$ cat config.mk
export PLATFORM = sky130hd
export DESIGN_NAME = frv_wb_arb
export DESIGN_NICKNAME = d
export VERILOG_FILES = /design/src/rtl/frv_wb_arb.sv
export SDC_FILE = /design/constraint.sdc
export NUM_CORES = 1
export LEC_CHECK = 0
export BUFFER_PORTS_ARGS = -buffer_cell sky130_fd_sc_hd__clkbuf_2
export CAP_MARGIN = 25
export CORE_AREA = 3 3 106 108
export CTS_BUF_LIST = sky130_fd_sc_hd__clkbuf_8
export DETAILED_ROUTE_END_ITERATION = 6
export DIE_AREA = 0 0 109 111
export SLEW_MARGIN = 20
export SYNTH_ARGS = -nofsm -noshare
export SYNTH_HDL_FRONTEND = slang
export SYNTH_SLANG_ARGS = --single-unit
$ cat constraint.sdc
create_clock -name clk_i -period 3.05 [get_ports clk_i]
set_clock_uncertainty 0.2 [all_clocks]
set_input_delay 0.305 -clock clk_i [delete_from_list [all_inputs] [get_ports clk_i]]
set_output_delay 0.305 -clock clk_i [all_outputs]
set_load 0.05 [all_outputs]
$ cat src/rtl/frv_wb_arb.sv
// Two-master (instruction/data) to one-slave Wishbone classic arbiter with
// round-robin contention resolution, grant held until ack, and a bus timeout guard.
module frv_wb_arb #(
  parameter int unsigned TIMEOUT = 255,
  parameter int unsigned ADR_W   = 32
) (
  input  logic             clk_i,
  input  logic             rst_in,
  input  logic             imem_cyc_i,
  input  logic             imem_stb_i,
  input  logic [ADR_W-1:0] imem_adr_i,
  output logic [31:0]      imem_dat_o,
  output logic             imem_ack_o,
  input  logic             dmem_cyc_i,
  input  logic             dmem_stb_i,
  input  logic             dmem_we_i,
  input  logic [3:0]       dmem_be_i,
  input  logic [ADR_W-1:0] dmem_adr_i,
  input  logic [31:0]      dmem_dat_i,
  output logic [31:0]      dmem_dat_o,
  output logic             dmem_ack_o,
  output logic             bus_cyc_o,
  output logic             bus_stb_o,
  output logic             bus_we_o,
  output logic [3:0]       bus_sel_o,
  output logic [ADR_W-1:0] bus_adr_o,
  output logic [31:0]      bus_dat_o,
  input  logic [31:0]      bus_dat_i,
  input  logic             bus_ack_i,
  output logic             timeout_o
);

  localparam int unsigned TW = (TIMEOUT > 0) ? $clog2(TIMEOUT + 1) : 1;

  typedef enum logic [1:0] {IDLE, GNT_I, GNT_D} state_t;

  state_t        state, state_nxt;
  logic          last_d, last_d_nxt;
  logic [TW-1:0] tcnt, tcnt_nxt;
  logic          req_i, req_d;
  logic          gnt_cyc;
  logic          to_hit;

  assign req_i = imem_cyc_i & imem_stb_i;
  assign req_d = dmem_cyc_i & dmem_stb_i;

  always_comb begin
    gnt_cyc = 1'b0;
    case (state)
      GNT_I:   gnt_cyc = imem_cyc_i;
      GNT_D:   gnt_cyc = dmem_cyc_i;
      default: gnt_cyc = 1'b0;
    endcase
  end

  // A dropped cyc is an abort and wins over the timeout; a real ack wins over both.
  generate
    if (TIMEOUT > 0) begin : g_to
      assign to_hit = (state != IDLE) & gnt_cyc & ~bus_ack_i &
                      (tcnt == TW'(TIMEOUT - 1));
    end else begin : g_no_to
      assign to_hit = 1'b0;
    end
  endgenerate

  always_ff @(posedge clk_i or negedge rst_in) begin
    if (!rst_in) begin
      state  <= IDLE;
      last_d <= 1'b0;
      tcnt   <= '0;
    end else begin
      state  <= state_nxt;
      last_d <= last_d_nxt;
      tcnt   <= tcnt_nxt;
    end
  end

  always_comb begin
    state_nxt  = state;
    last_d_nxt = last_d;
    tcnt_nxt   = tcnt;
    case (state)
      IDLE: begin
        tcnt_nxt = '0;
        if (req_i && (!req_d || last_d)) state_nxt = GNT_I;
        else if (req_d)                  state_nxt = GNT_D;
      end
      GNT_I, GNT_D: begin
        if (bus_ack_i || !gnt_cyc || to_hit) begin
          state_nxt  = IDLE;
          last_d_nxt = (state == GNT_D);
          tcnt_nxt   = '0;
        end else if (TIMEOUT > 0) begin
          tcnt_nxt = tcnt + 1'b1;
        end
      end
      default: state_nxt = IDLE;
    endcase
  end

  always_comb begin
    bus_cyc_o  = 1'b0;
    bus_stb_o  = 1'b0;
    bus_we_o   = 1'b0;
    bus_sel_o  = '0;
    bus_adr_o  = '0;
    bus_dat_o  = '0;
    imem_ack_o = 1'b0;
    dmem_ack_o = 1'b0;
    imem_dat_o = bus_dat_i;
    dmem_dat_o = bus_dat_i;
    timeout_o  = to_hit;
    case (state)
      GNT_I: begin
        bus_cyc_o  = imem_cyc_i;
        bus_stb_o  = imem_stb_i;
        bus_sel_o  = '1;
        bus_adr_o  = imem_adr_i;
        imem_ack_o = bus_ack_i | to_hit;
        if (to_hit) imem_dat_o = '0;
      end
      GNT_D: begin
        bus_cyc_o  = dmem_cyc_i;
        bus_stb_o  = dmem_stb_i;
        bus_we_o   = dmem_we_i;
        bus_sel_o  = dmem_be_i;
        bus_adr_o  = dmem_adr_i;
        bus_dat_o  = dmem_dat_i;
        dmem_ack_o = bus_ack_i | to_hit;
        if (to_hit) dmem_dat_o = '0;
      end
      default: ;
    endcase
  end

endmodule

==> results.json <==
{
  "status": "completed",
  "start_kind": "register",
  "place_area_mm2": 0.00351,
  "vias": 2996,
  "drc": 0,
  "synthesis.area_mm2": 0.00193,
  "ys_async_sr_fraction_pct": 100,
  "area_growth_syn_to_layout_pct": 84.5,
  "setup.worst_path.end_class": "primary output",
  "critPathKind": "register to primary output",
  "finalCritPeriodShare_pct": 89.1,
  "holdWs_ns": 0.272,
  "die_w_um": 109,
  "antennaDiodeCount": 0,
  "max_slew.worst_pin.slew_ns": 0.518,
  "wl_met2_mm": 4.97,
  "ant_nets": 0,
  "synth_commonest_cells": "97 x and2_1, 39 x nor2b_1, 35 x a22oi_1",
  "clkTransAtPathRegs_ns": 0.05,
  "synth.most_common_cell": "and2_1",
  "clockBufferDepth": 2,
  "start_util_pct": 18.7,
  "cts_root_buffer": "clkbuf_8",
  "clk_latency_ns": 0.24,
  "cp.arrival_ns": 2.21,
  "synth_cells": 281,
  "drive_gt1_share_pct": 53.3,
  "power.density_mw_per_mm2": 731,
  "ys.flop_type": "dfrtp_1",
  "netSwitchingPower_w": 0.00171,
  "holdCritPathClass": "primary input to async pin",
  "fillCellCount": 1108,
  "drt-wirelength-per-cell_um": 13.7,
  "cts_buffers": 3,
  "maxSlewHeadroom_pct": 65.4,
  "ctsHtreeMaxLevel": 1,
  "synth_top_area_share_pct": 31.4,
  "min_period_ns": 2.72,
  "rsz0062_at_grt": "false",
  "grt_pass1_wl_mm": 13.7,
  "p_seq_share_pct": 6.9,
  "antenna_found_initial": 0,
  "coreArea_mm2": 0.0103,
  "fmax_ghz": 0.368,
  "placement.io_buffers": 277,
  "fin_util_pct": 34.6,
  "synth_edf_count": 0,
  "r2r_slack_ns": 0.84,
  "dr.first_iter.drc_count": 158,
  "place_ws_ns": 0.586,
  "routed_wl_mm": 9.33,
  "ys_warn_count": 0,
  "pin_count": 278,
  "wl_met3_um": 685,
  "setup_ws_ns": 0.333,
  "nNetsFinal": 693,
  "hold_viol": 0,
  "ir_drop_mv": 0.393,
  "drt_first_pass_iters": 4,
  "setup_viol": 0,
  "synth_seq_cells": 11,
  "synthesis.nets": 427,
  "seq_area_frac_synth_pct": 14.2,
  "routed.top_layer": "met4",
  "post_cts_buffers": 0,
  "via_per_inst": 4.39,
  "num_rows": 37,
  "slew_violations": 0,
  "avgSynthCellArea_um2": 6.88,
  "grt_max_degree": 74,
  "switching_share_pct": 65.4,
  "place_congestion": 0.841,
  "rr_endpoint": "last_d",
  "cts_num_sinks": 11,
  "dieArea_mm2": 0.0121,
  "tns_ns": 0,
  "m1WireLength_mm": 3.61,
  "grt_pass1_vias": 2720,
  "power.leakage_nw": 1.91,
  "cp_data_required_time_ns": 2.54,
  "synth.distinct_cells": 30,
  "r2r_start": "state[0]",
  "pwr-share-clk_pct": 5.7,
  "p_int_w": 0.000901,
  "critPathMaxFanout": 32,
  "fin_area_mm2": 0.00357,
  "synthTopCellsByArea": "and2_1 31%, dfrtp_1 14%, a22oi_1 14%",
  "drv_cap": 0,
  "fp.dieH_um": 111,
  "rr_worst_depth": 6,
  "hpwl_mm": 7.90,
  "comb_power_share_pct": 87.4,
  "synth_top_cell_by_area": "and2_1",
  "globalRouteOverflowTotal": 0,
  "cts_tree": "done",
  "grt_usage_pct": 13.7
}
## sequential cells by signal (all words and copies together), names as in the netlist
name	flops
last_d	1
state	2
tcnt	8
## critical path: stages, from the launching register on
cell,delay [ns]
dfrtp_1,0.41
inv_1,0.08
ha_1,0.23
nor2b_1,0.21
and4_1,0.28
nand3_1,0.09
buf_4,0.24
and2_1,0.19
clkbuf_2,0.23
## layout make-up
| type | instances | area (µm²) | area share, % |
|---|---|---|---|
| Sequential cell | 11 | 275 | 7.71 |
| Clock buffer | 3 | 41.3 | 1.16 |
| Tap cell | 136 | 170 | 4.77 |
| Inverter | 5 | 18.8 | 0.526 |
| Multi-Input combinational cell | 241 | 1550 | 43.5 |
| Timing Repair Buffer | 285 | 1510 | 42.2 |
| Clock inverter | 1 | 5.00 | 0.140 |
## timing repair
| item | in CTS | in global routing |
|---|---|---|
| hold buffers | 1 | 0 |
| resized for setup | 0 | 0 |
| endpoints found under the hold margin | 11 | 0 |
## layout by cell type, fill, tap and decap left out, types with 2 or more instances in the layout
master	Yosys	routed
o21ai_0	5	5
buf_12	0	4
nor3_1	3	3
ha_1	6	5
a21oi_1	5	5
dfrtp_1	11	11
nand2_1	14	14
nor2_1	6	6
buf_4	0	6
inv_1	5	5
and2_1	97	97
nor3b_1	2	2
clkbuf_8	0	3
nand3_1	9	9
nand4_1	4	4
o21a_1	2	2
and4_1	2	2
clkbuf_2	0	274
a22oi_1	35	35
nor2b_1	39	39
mux2i_1	2	2
## power by group through the flow
stage	logic (W)	registers (W)	clock network, W
final	0.00228	0.000180	0.000148
after CTS	0.00231	0.000180	0.000152
after detailed placement	0.00230	0.000182	0
after global routing	0.00243	0.000182	0.000159
after floorplan	0.00173	0.000177	0
after global placement	0.00227	0.000179	0
## metrics by stage
stage	power (W)	cells
floorplan	0.00191	281
global placement	0.00245	677
detailed placement	0.00248	677
CTS	0.00264	682
global route	0.00277	682
finish	0.00261	682
## cells by family (layout without fill, tap and decap cells)
kind of cell               Yosys count  count (layout)  share of synthesized area (%)
muxes                                3               3                           1.62
adders and majority gates            6               6                           3.88
buffers and inverters               29             294                           5.69
and+or+nand+nor                    179             179                           55.1
DFF                                 11              11                           14.2
AOI/OAI and AO/OA                   53              53                           19.5
## routing by layer
metal | global-route usage, % | vias up
met5 | 0 | -
met4 | 1.68 | 0
met3 | 1.63 | 9
met2 | 26.4 | 119
met1 | 16.2 | 1387
li1 | - | 1481
## how the worst max path moves through the flow
stage                     slack [ns]  depth (start not counted)             end      from
after floorplan                 0.29                          5       timeout_o  state[1]
after global placement          0.65                          8  imem_dat_o[25]  state[0]
after detailed placement        0.59                          8   dmem_dat_o[0]  state[1]
after CTS                       0.31                          8   dmem_dat_o[0]  state[1]
after global routing            0.18                          8   dmem_dat_o[0]  state[1]
final                           0.33                          8  imem_dat_o[25]  state[1]
Power figures use the tool's default switching activity.
